## src/rtl/gpr_file_sb_if.sv

```systemverilog
// Operand-read, writeback, PC and scoreboard signals of the ID-stage register file.
interface gpr_file_sb_if #(
  parameter int unsigned DATA_W = 16,
  parameter int unsigned ADDR_W = 3
);
  logic [ADDR_W-1:0] rd_addr1;
  logic [ADDR_W-1:0] rd_addr2;
  logic [DATA_W-1:0] rd_data1;
  logic [DATA_W-1:0] rd_data2;
  logic              rd_busy1;
  logic              rd_busy2;
  logic              wr_en;
  logic [ADDR_W-1:0] wr_addr;
  logic [DATA_W-1:0] wr_data;
  logic              pc_wr_en;
  logic [DATA_W-1:0] pc_wr_data;
  logic [DATA_W-1:0] pc_rd;
  logic              pend_en;
  logic [ADDR_W-1:0] pend_addr;
  logic              flush;

  // Pipeline side: decode, writeback and fetch drive requests, sample results.
  modport master (
    output rd_addr1, rd_addr2, wr_en, wr_addr, wr_data,
           pc_wr_en, pc_wr_data, pend_en, pend_addr, flush,
    input  rd_data1, rd_data2, rd_busy1, rd_busy2, pc_rd
  );

  // Register file side.
  modport slave (
    input  rd_addr1, rd_addr2, wr_en, wr_addr, wr_data,
           pc_wr_en, pc_wr_data, pend_en, pend_addr, flush,
    output rd_data1, rd_data2, rd_busy1, rd_busy2, pc_rd
  );
endinterface

```

## src/rtl/gpr_file_sb.sv

```systemverilog
// General-purpose register file with a PC slot, optional write-through bypass
// and a one-bit-per-register pending scoreboard for hazard detection.
module gpr_file_sb #(
  parameter int unsigned       DATA_W   = 16,
  parameter int unsigned       ADDR_W   = 3,
  parameter int unsigned       PC_IDX   = 7,
  parameter logic [DATA_W-1:0] RESET_PC = '0,
  parameter int unsigned       BYPASS   = 1
) (
  input logic          clk,
  input logic          rst,
  gpr_file_sb_if.slave bus
);
  localparam int unsigned       NREGS = 1 << ADDR_W;
  localparam logic [ADDR_W-1:0] PC_A  = ADDR_W'(PC_IDX);

  logic [DATA_W-1:0] regs_q [NREGS];
  logic [DATA_W-1:0] regs_d [NREGS];
  logic [NREGS-1:0]  pend_q;
  logic [NREGS-1:0]  pend_d;
  logic [DATA_W-1:0] pc_d;
  logic              wr_hit1;
  logic              wr_hit2;

  // PC slot next value: WB write beats the fetch-path update, else hold.
  always_comb begin
    pc_d = regs_q[PC_A];
    if (bus.wr_en && (bus.wr_addr == PC_A)) begin
      pc_d = bus.wr_data;
    end else if (bus.pc_wr_en) begin
      pc_d = bus.pc_wr_data;
    end
  end

  // Next register contents; regs_d doubles as the bypass source.
  always_comb begin
    regs_d = regs_q;
    if (bus.wr_en && (bus.wr_addr != PC_A)) begin
      regs_d[bus.wr_addr] = bus.wr_data;
    end
    regs_d[PC_A] = pc_d;
  end

  // Scoreboard next state: flush, then issue-set, then writeback-clear.
  always_comb begin
    logic [ADDR_W-1:0] idx;
    idx    = '0;
    pend_d = pend_q;
    for (int unsigned r = 0; r < NREGS; r++) begin
      idx = ADDR_W'(r);
      if (bus.flush) begin
        pend_d[idx] = 1'b0;
      end else if (bus.pend_en && (bus.pend_addr == idx) && (idx != PC_A)) begin
        pend_d[idx] = 1'b1;
      end else if (bus.wr_en && (bus.wr_addr == idx)) begin
        pend_d[idx] = 1'b0;
      end
    end
  end

  // State update; reset wins over every same-cycle request.
  always_ff @(posedge clk) begin
    if (rst) begin
      for (int unsigned r = 0; r < NREGS; r++) begin
        regs_q[ADDR_W'(r)] <= (ADDR_W'(r) == PC_A) ? RESET_PC : '0;
      end
      pend_q <= '0;
    end else begin
      regs_q <= regs_d;
      pend_q <= pend_d;
    end
  end

  // Combinational read ports and hazard flags.
  always_comb begin
    wr_hit1 = bus.wr_en && (bus.wr_addr == bus.rd_addr1);
    wr_hit2 = bus.wr_en && (bus.wr_addr == bus.rd_addr2);
    if (BYPASS != 0) begin
      bus.rd_data1 = regs_d[bus.rd_addr1];
      bus.rd_data2 = regs_d[bus.rd_addr2];
      bus.rd_busy1 = pend_q[bus.rd_addr1] & ~wr_hit1;
      bus.rd_busy2 = pend_q[bus.rd_addr2] & ~wr_hit2;
    end else begin
      bus.rd_data1 = regs_q[bus.rd_addr1];
      bus.rd_data2 = regs_q[bus.rd_addr2];
      bus.rd_busy1 = pend_q[bus.rd_addr1];
      bus.rd_busy2 = pend_q[bus.rd_addr2];
    end
    bus.pc_rd = regs_q[PC_A];
  end
endmodule

```

## src/flat_wrapper.sv

```systemverilog
// flat-port wrapper written by rule: the top's interface ports become plain ports
module gpr_file_sb_flat 
#(
  parameter int unsigned       DATA_W   = 16,
  parameter int unsigned       ADDR_W   = 3,
  parameter int unsigned       PC_IDX   = 7,
  parameter logic [DATA_W-1:0] RESET_PC = '0,
  parameter int unsigned       BYPASS   = 1
)
  (clk, rst, bus_rd_addr1, bus_rd_addr2, bus_wr_en, bus_wr_addr, bus_wr_data, bus_pc_wr_en, bus_pc_wr_data, bus_pend_en, bus_pend_addr, bus_flush, bus_rd_data1, bus_rd_data2, bus_rd_busy1, bus_rd_busy2, bus_pc_rd);
  gpr_file_sb_if #(.DATA_W(DATA_W), .ADDR_W(ADDR_W)) bus_i ();
  input logic clk;
  input logic rst;
  input wire logic [$bits(bus_i.rd_addr1)-1:0] bus_rd_addr1;
  input wire logic [$bits(bus_i.rd_addr2)-1:0] bus_rd_addr2;
  input wire logic [$bits(bus_i.wr_en)-1:0] bus_wr_en;
  input wire logic [$bits(bus_i.wr_addr)-1:0] bus_wr_addr;
  input wire logic [$bits(bus_i.wr_data)-1:0] bus_wr_data;
  input wire logic [$bits(bus_i.pc_wr_en)-1:0] bus_pc_wr_en;
  input wire logic [$bits(bus_i.pc_wr_data)-1:0] bus_pc_wr_data;
  input wire logic [$bits(bus_i.pend_en)-1:0] bus_pend_en;
  input wire logic [$bits(bus_i.pend_addr)-1:0] bus_pend_addr;
  input wire logic [$bits(bus_i.flush)-1:0] bus_flush;
  output wire logic [$bits(bus_i.rd_data1)-1:0] bus_rd_data1;
  output wire logic [$bits(bus_i.rd_data2)-1:0] bus_rd_data2;
  output wire logic [$bits(bus_i.rd_busy1)-1:0] bus_rd_busy1;
  output wire logic [$bits(bus_i.rd_busy2)-1:0] bus_rd_busy2;
  output wire logic [$bits(bus_i.pc_rd)-1:0] bus_pc_rd;
  assign bus_i.rd_addr1 = bus_rd_addr1;
  assign bus_i.rd_addr2 = bus_rd_addr2;
  assign bus_i.wr_en = bus_wr_en;
  assign bus_i.wr_addr = bus_wr_addr;
  assign bus_i.wr_data = bus_wr_data;
  assign bus_i.pc_wr_en = bus_pc_wr_en;
  assign bus_i.pc_wr_data = bus_pc_wr_data;
  assign bus_i.pend_en = bus_pend_en;
  assign bus_i.pend_addr = bus_pend_addr;
  assign bus_i.flush = bus_flush;
  assign bus_rd_data1 = bus_i.rd_data1;
  assign bus_rd_data2 = bus_i.rd_data2;
  assign bus_rd_busy1 = bus_i.rd_busy1;
  assign bus_rd_busy2 = bus_i.rd_busy2;
  assign bus_pc_rd = bus_i.pc_rd;
  gpr_file_sb #(.DATA_W(DATA_W), .ADDR_W(ADDR_W), .PC_IDX(PC_IDX), .RESET_PC(RESET_PC), .BYPASS(BYPASS)) u_core (.clk(clk), .rst(rst), .bus(bus_i));
endmodule
```

## config.mk

```make
export PLATFORM = sky130hd
export DESIGN_NAME = gpr_file_sb_flat
export DESIGN_NICKNAME = d
export VERILOG_FILES = /design/src/rtl/gpr_file_sb_if.sv /design/src/rtl/gpr_file_sb.sv /design/src/flat_wrapper.sv
export SDC_FILE = /design/constraint.sdc
export NUM_CORES = 1
export LEC_CHECK = 0
export ABC_AREA = 1
export CORE_MARGIN = 3
export CORE_UTILIZATION = 31
export DETAILED_ROUTE_END_ITERATION = 7
export DONT_BUFFER_PORTS = 1
export GPL_TIMING_DRIVEN = 0
export SLEW_MARGIN = 20
export SYNTH_ARGS = -nofsm -noshare
export SYNTH_HDL_FRONTEND = slang
export SYNTH_SLANG_ARGS = --single-unit
```

## constraint.sdc

```tcl
create_clock -name clk -period 6.6 [get_ports clk]
set_clock_uncertainty 0.1 [all_clocks]
set_input_delay 1.98 -clock clk [delete_from_list [all_inputs] [get_ports clk]]
set_output_delay 1.98 -clock clk [all_outputs]
set_load 0.1 [all_outputs]
```

Word-level counts from Yosys, hierarchy flattened --
Cells that the tools add are included.
Operators by class: reduce and logical (&&, ||, !) cells 29, equality and inequality tests 16, bitwise gates (word level) 7, muxes and demuxes 30, magnitude comparators 6
Operators by type and width (number):
- bitwise mux 128 bit | 1
- two-way mux 128 bit | 1
- two-way mux 16 bit | 7
- binary-select mux 16 bit (select 3 bit) | 2
- demux 16 bit (select 3 bit) | 1
- equality test 3 bit (second input constant) | 7
- logical AND 1 bit | 19
- two-way mux 1 bit | 16
- nonzero test 2 bit | 7
- equality test 3 x 2 -> 1 bit (second input constant) | 4
- greater-or-equal comparator 4 bit (second input constant) | 3
- inverter 3 -> 4 bit | 3
- less-than comparator 3 x 4 -> 1 bit (second input constant) | 2
- binary-select mux 1 bit (select 3 bit) | 2
- equality test 3 x 1 -> 1 bit (second input constant) | 2
- equality test 3 bit | 2
- zero test 3 bit | 2
- less-than comparator 4 x 1 -> 1 bit (second input constant) | 1
- inequality test 3 bit (second input constant) | 1
- bitwise AND 1 bit | 2
- inverter 1 bit | 2
- OR reduction 2 bit | 1
Storage, ports and cells: bits in registers 135, output and inout port bits 50, logic and storage cells 103

Logic depth before layout (Yosys ltp) --
depth after elaboration 10, depth in mapped cells 11, depth with buffers taken out 9

Worst setup path before layout --
No wires, ideal clock.
kind input port to output port, start point input port bus_wr_addr[0], end point output port bus_rd_data1[5], data arrival time 4.222 ns, stages 9, path slack 0.298 ns, cells stage by stage buf_4 -> nor2_2 -> buf_2 -> nand3_1 -> nand3_1 -> nand2_1 -> nor2_1 -> nor2_1 -> nor2_1
On the way: longest elaborated chain between the ends 10, elaborated cells on any way between the ends 16
Ends and longest elaborated chain:
- start: declaration | RTL line flat_wrapper.sv:17 | input wire logic [$bits(bus_i.wr_addr)-1:0] bus_wr_addr;
- inverter 3 -> 4 bit (implied by the code) | RTL line gpr_file_sb.sv:39 | regs_d[bus.wr_addr] = bus.wr_data;
- greater-or-equal comparator 4 bit (implied by the code) / less-than comparator 4 x 1 -> 1 bit (equally long branches) | RTL line gpr_file_sb.sv:39
- logical AND 1 bit (implied by the code) | RTL line gpr_file_sb.sv:39
- two-way mux 16 bit (implied by the code) | RTL line gpr_file_sb.sv:39
- demux 16 bit (select 3 bit) | RTL line gpr_file_sb.sv:39
- bitwise mux 128 bit | RTL line gpr_file_sb.sv:39
- two-way mux 128 bit | RTL line gpr_file_sb.sv:38 | if (bus.wr_en && (bus.wr_addr != PC_A)) begin
- binary-select mux 16 bit (select 3 bit) (*) | RTL line gpr_file_sb.sv:79 | bus.rd_data1 = regs_d[bus.rd_addr1];
- two-way mux 16 bit (implied by the code) (*) (2 in a row) | RTL line gpr_file_sb.sv:79
- end: declaration | RTL line flat_wrapper.sv:24 | output wire logic [$bits(bus_i.rd_data1)-1:0] bus_rd_data1;
Mark *: on every way between the ends. The rest lies on a longest branch, timed or not. The select of a mux whose other input is x is not followed.

Final worst setup path --
start point input port bus_rd_addr2[1], end point output port bus_rd_data2[12]
On the way: longest elaborated chain between the ends 4
Ends and longest elaborated chain:
- start: declaration | RTL line flat_wrapper.sv:15 | input wire logic [$bits(bus_i.rd_addr2)-1:0] bus_rd_addr2;
- inverter 3 -> 4 bit (implied by the code) | RTL line gpr_file_sb.sv:80 | bus.rd_data2 = regs_d[bus.rd_addr2];
- binary-select mux 16 bit (select 3 bit) | RTL line gpr_file_sb.sv:80
- two-way mux 16 bit (implied by the code) (2 in a row) | RTL line gpr_file_sb.sv:80
- end: declaration | RTL line flat_wrapper.sv:25 | output wire logic [$bits(bus_i.rd_data2)-1:0] bus_rd_data2;
No other way between the ends. The select of a mux whose other input is x is not followed.

==> impl_metrics.py <==
metrics = {
    "place": {
        "dp_hpwl_mm": 26.3,
        "place_area_um2": 9270,
        "port_buffers": 0,
        "gp_congestion": 0.941,
        "place_ws_ns": 0.00143,
        "dp_cells": 1888,
    },
    "logic_synthesis": {
        "ys_ff_latch": 135,
        "synth.distinct_cells": 22,
        "ys_seq_area_share_pct": 31.0,
        "netlist_area_um2": 8720,
        "avgSynthCellArea_um2": 5.75,
        "ys_warn_count": 0,
        "netlist_instances": 1516,
        "synth_nets": 1566,
    },
    "critical_path": {
        "cp.arrival_ns": 4.60,
        "path_cells": "clkinv_1 > nor2_1 > buf_2 > nand3_1 > nand3_1 > nor2_1 > nor2_2",
        "crit_family": "simple AND/OR/NAND/NOR gates",
        "worst-path-max-fanout": 10,
        "critical_path.n_buffers_inverters": 2,
        "max_stage_delay_ns": 0.87,
        "required_ns": 4.52,
        "critPathCaptureType": "primary output",
        "slowest_stage": "nor2_2",
        "crit_type": "in2out",
        "startpoint_type": "input port",
    },
    "grt": {
        "overflow": 0,
        "antenna_found_initial": 0,
        "grt_pass1_wl_mm": 51.2,
        "grt_max_degree": 17,
        "track_usage_pct": 21.5,
        "grt_pass1_vias": 8837,
    },
    "cells_and_area": {
        "area_growth_pct": 14.5,
        "stdcell_count": 1920,
        "final_cell_mix": "nand2_1 (382), nand3_1 (359), nor2_1 (264)",
        "post-route-util_pct": 36.5,
        "diodes": 0,
        "final_layout_size_suffix_gt1_share_pct": 9.63,
        "fillers": 3023,
        "final_common_cell": "nand2_1",
        "stdcell_area_um2": 9980,
        "nets": 1585,
    },
    "sta": {
        "hold_ws_ns": 0.364,
        "hold_viol": 0,
        "slew_headroom_pct": 20.7,
        "setup_violations": 12,
        "setup_slack_ns": -0.0831,
        "worst_pin_slew_ns": 1.19,
        "final_max_slew_viol_count": 0,
        "fin_crit_ns": 6.68,
        "max_freq_mhz": 150,
        "period_share_pct": 101,
        "setup_tns_ns": -0.516,
    },
    "floorplanning": {
        "boundaryPins": 100,
        "rows": 60,
        "core-area_um2": 27300,
        "die_area_um2": 30200,
        "initial_core_util_pct": 31.9,
        "die_x_um": 174,
        "die_y_um": 174,
    },
    "drt": {
        "drc": 0,
        "first_pass_iters": 5,
        "wl_met1_mm": 14.3,
        "via_per_inst": 5.01,
        "dr_wl_met3_mm": 2.67,
        "dr_wl_met2_mm": 14.6,
        "vias": 9617,
        "wl_mm": 32.9,
        "wire_per_inst_um": 17.2,
        "highest_layer": "met4",
        "drtIter0Drc": 1050,
        "detail-route-antenna-nets": 0,
    },
    "power": {
        "power-per-cell-area_nw_per_um2": 251,
        "ir_drop_v": 0.000160,
        "finalPower_mw": 2.51,
        "power.leakage_nw": 4.50,
    },
    "min_path": {
        "min_path_type": "reg2reg",
    },
    "clocking": {
        "cts_tree": "done",
        "root_buffer": "clkbuf_16",
        "numCtsBuffers": 17,
        "worstSkewPairLatency_ns": 0.43,
        "holdBufCountCts": 0,
        "cts.sinks": 135,
        "path_clk_slew_ns": 0.06,
        "htreeDepth": 4,
        "clock_path_buffers": 2,
    },
    "job": {
        "max_cap_viol_count": 0,
    },
    "outcome": {
        "outcome": "finished with violations",
        "violations": "negative setup slack",
    },
}
[final timing paths]
kind | start | end | slack, ns | cells past startpoint
min | u_core.pend_q[6] | u_core.pend_q[6] | 0.36 | 2
min reg2reg | u_core.pend_q[6] | u_core.pend_q[6] | 0.36 | 2
max | bus_rd_addr2[1] | bus_rd_data2[12] | -0.08 | 7
max reg2reg | u_core.bus.pc_rd[15] | u_core.bus.pc_rd[15] | 5.64 | 6
[power breakdown]
group	internal [mW]	switching, mW
combinational	0.123	0.502
sequential	0.842	0.00842
clock	0.642	0.388
[layout make-up]
type                       count  area (um2)  share of cell area [%]
buffer                       107         549                    5.50
sequential                   135        2700                    27.1
clock inverter                12         176                    1.77
tap                          372         465                    4.66
clock buffer                  20         447                    4.47
multi-input combinational   1154        5190                    52.0
inverter                     120         453                    4.54
[worst reg2reg max path, delay by kind of cell (launching register included)]
| kind | cells | cell delay (ns) |
|---|---|---|
| buffers and inverters | 1 | 0.05 |
| and+or+nand+nor | 5 | 0.35 |
| DFF | 1 | 0.31 |
[layer usage]
layer	GRT usage [%]	up-vias
met5	0	-
met4	9.65	0
met3	4.03	74
met2	34.3	447
met1	28.2	4225
li1	-	4871
[Yosys cell counts]
cell type,instances,area [um2]
nor2_2,2,12.5
nor2_4,3,33.8
o21ai_0,12,60.1
nand3_1,359,1800
nand2_2,8,50.1
nand2_1,382,1430
a21oi_1,75,375
inv_4,1,6.26
clkbuf_1,38,143
buf_6,2,22.5
nand3_2,10,100
o211ai_1,2,15.0
nor2_1,298,1120
buf_4,25,188
inv_2,2,7.51
nand4_1,2,12.5
dfxtp_1,135,2700
buf_1,11,41.3
buf_2,31,155
clkinv_1,2,7.51
inv_1,115,432
or2_2,1,6.26
[flip-flops by register name (all words and copies together) (netlist names)]
name,cells
u_core.regs_q,112
u_core.pend_q,7
u_core.bus.pc_rd,16
[kinds of logic (layout without fill, tap and decap cells)]
group	after synthesis	after routing	share of synthesized area, %
buf+inv	227	259	11.5
flops	135	135	31.0
compound gates	89	89	5.17
simple gates	1065	1065	52.3
[timing repair]
item | in CTS | in global routing
gates resized for setup | 0 | 18
endpoints found under the setup margin | 0 | 18
buffers inserted | 0 | 0
hold endpoints to repair | 0 | 0
(Power assumes the default switching activity.)
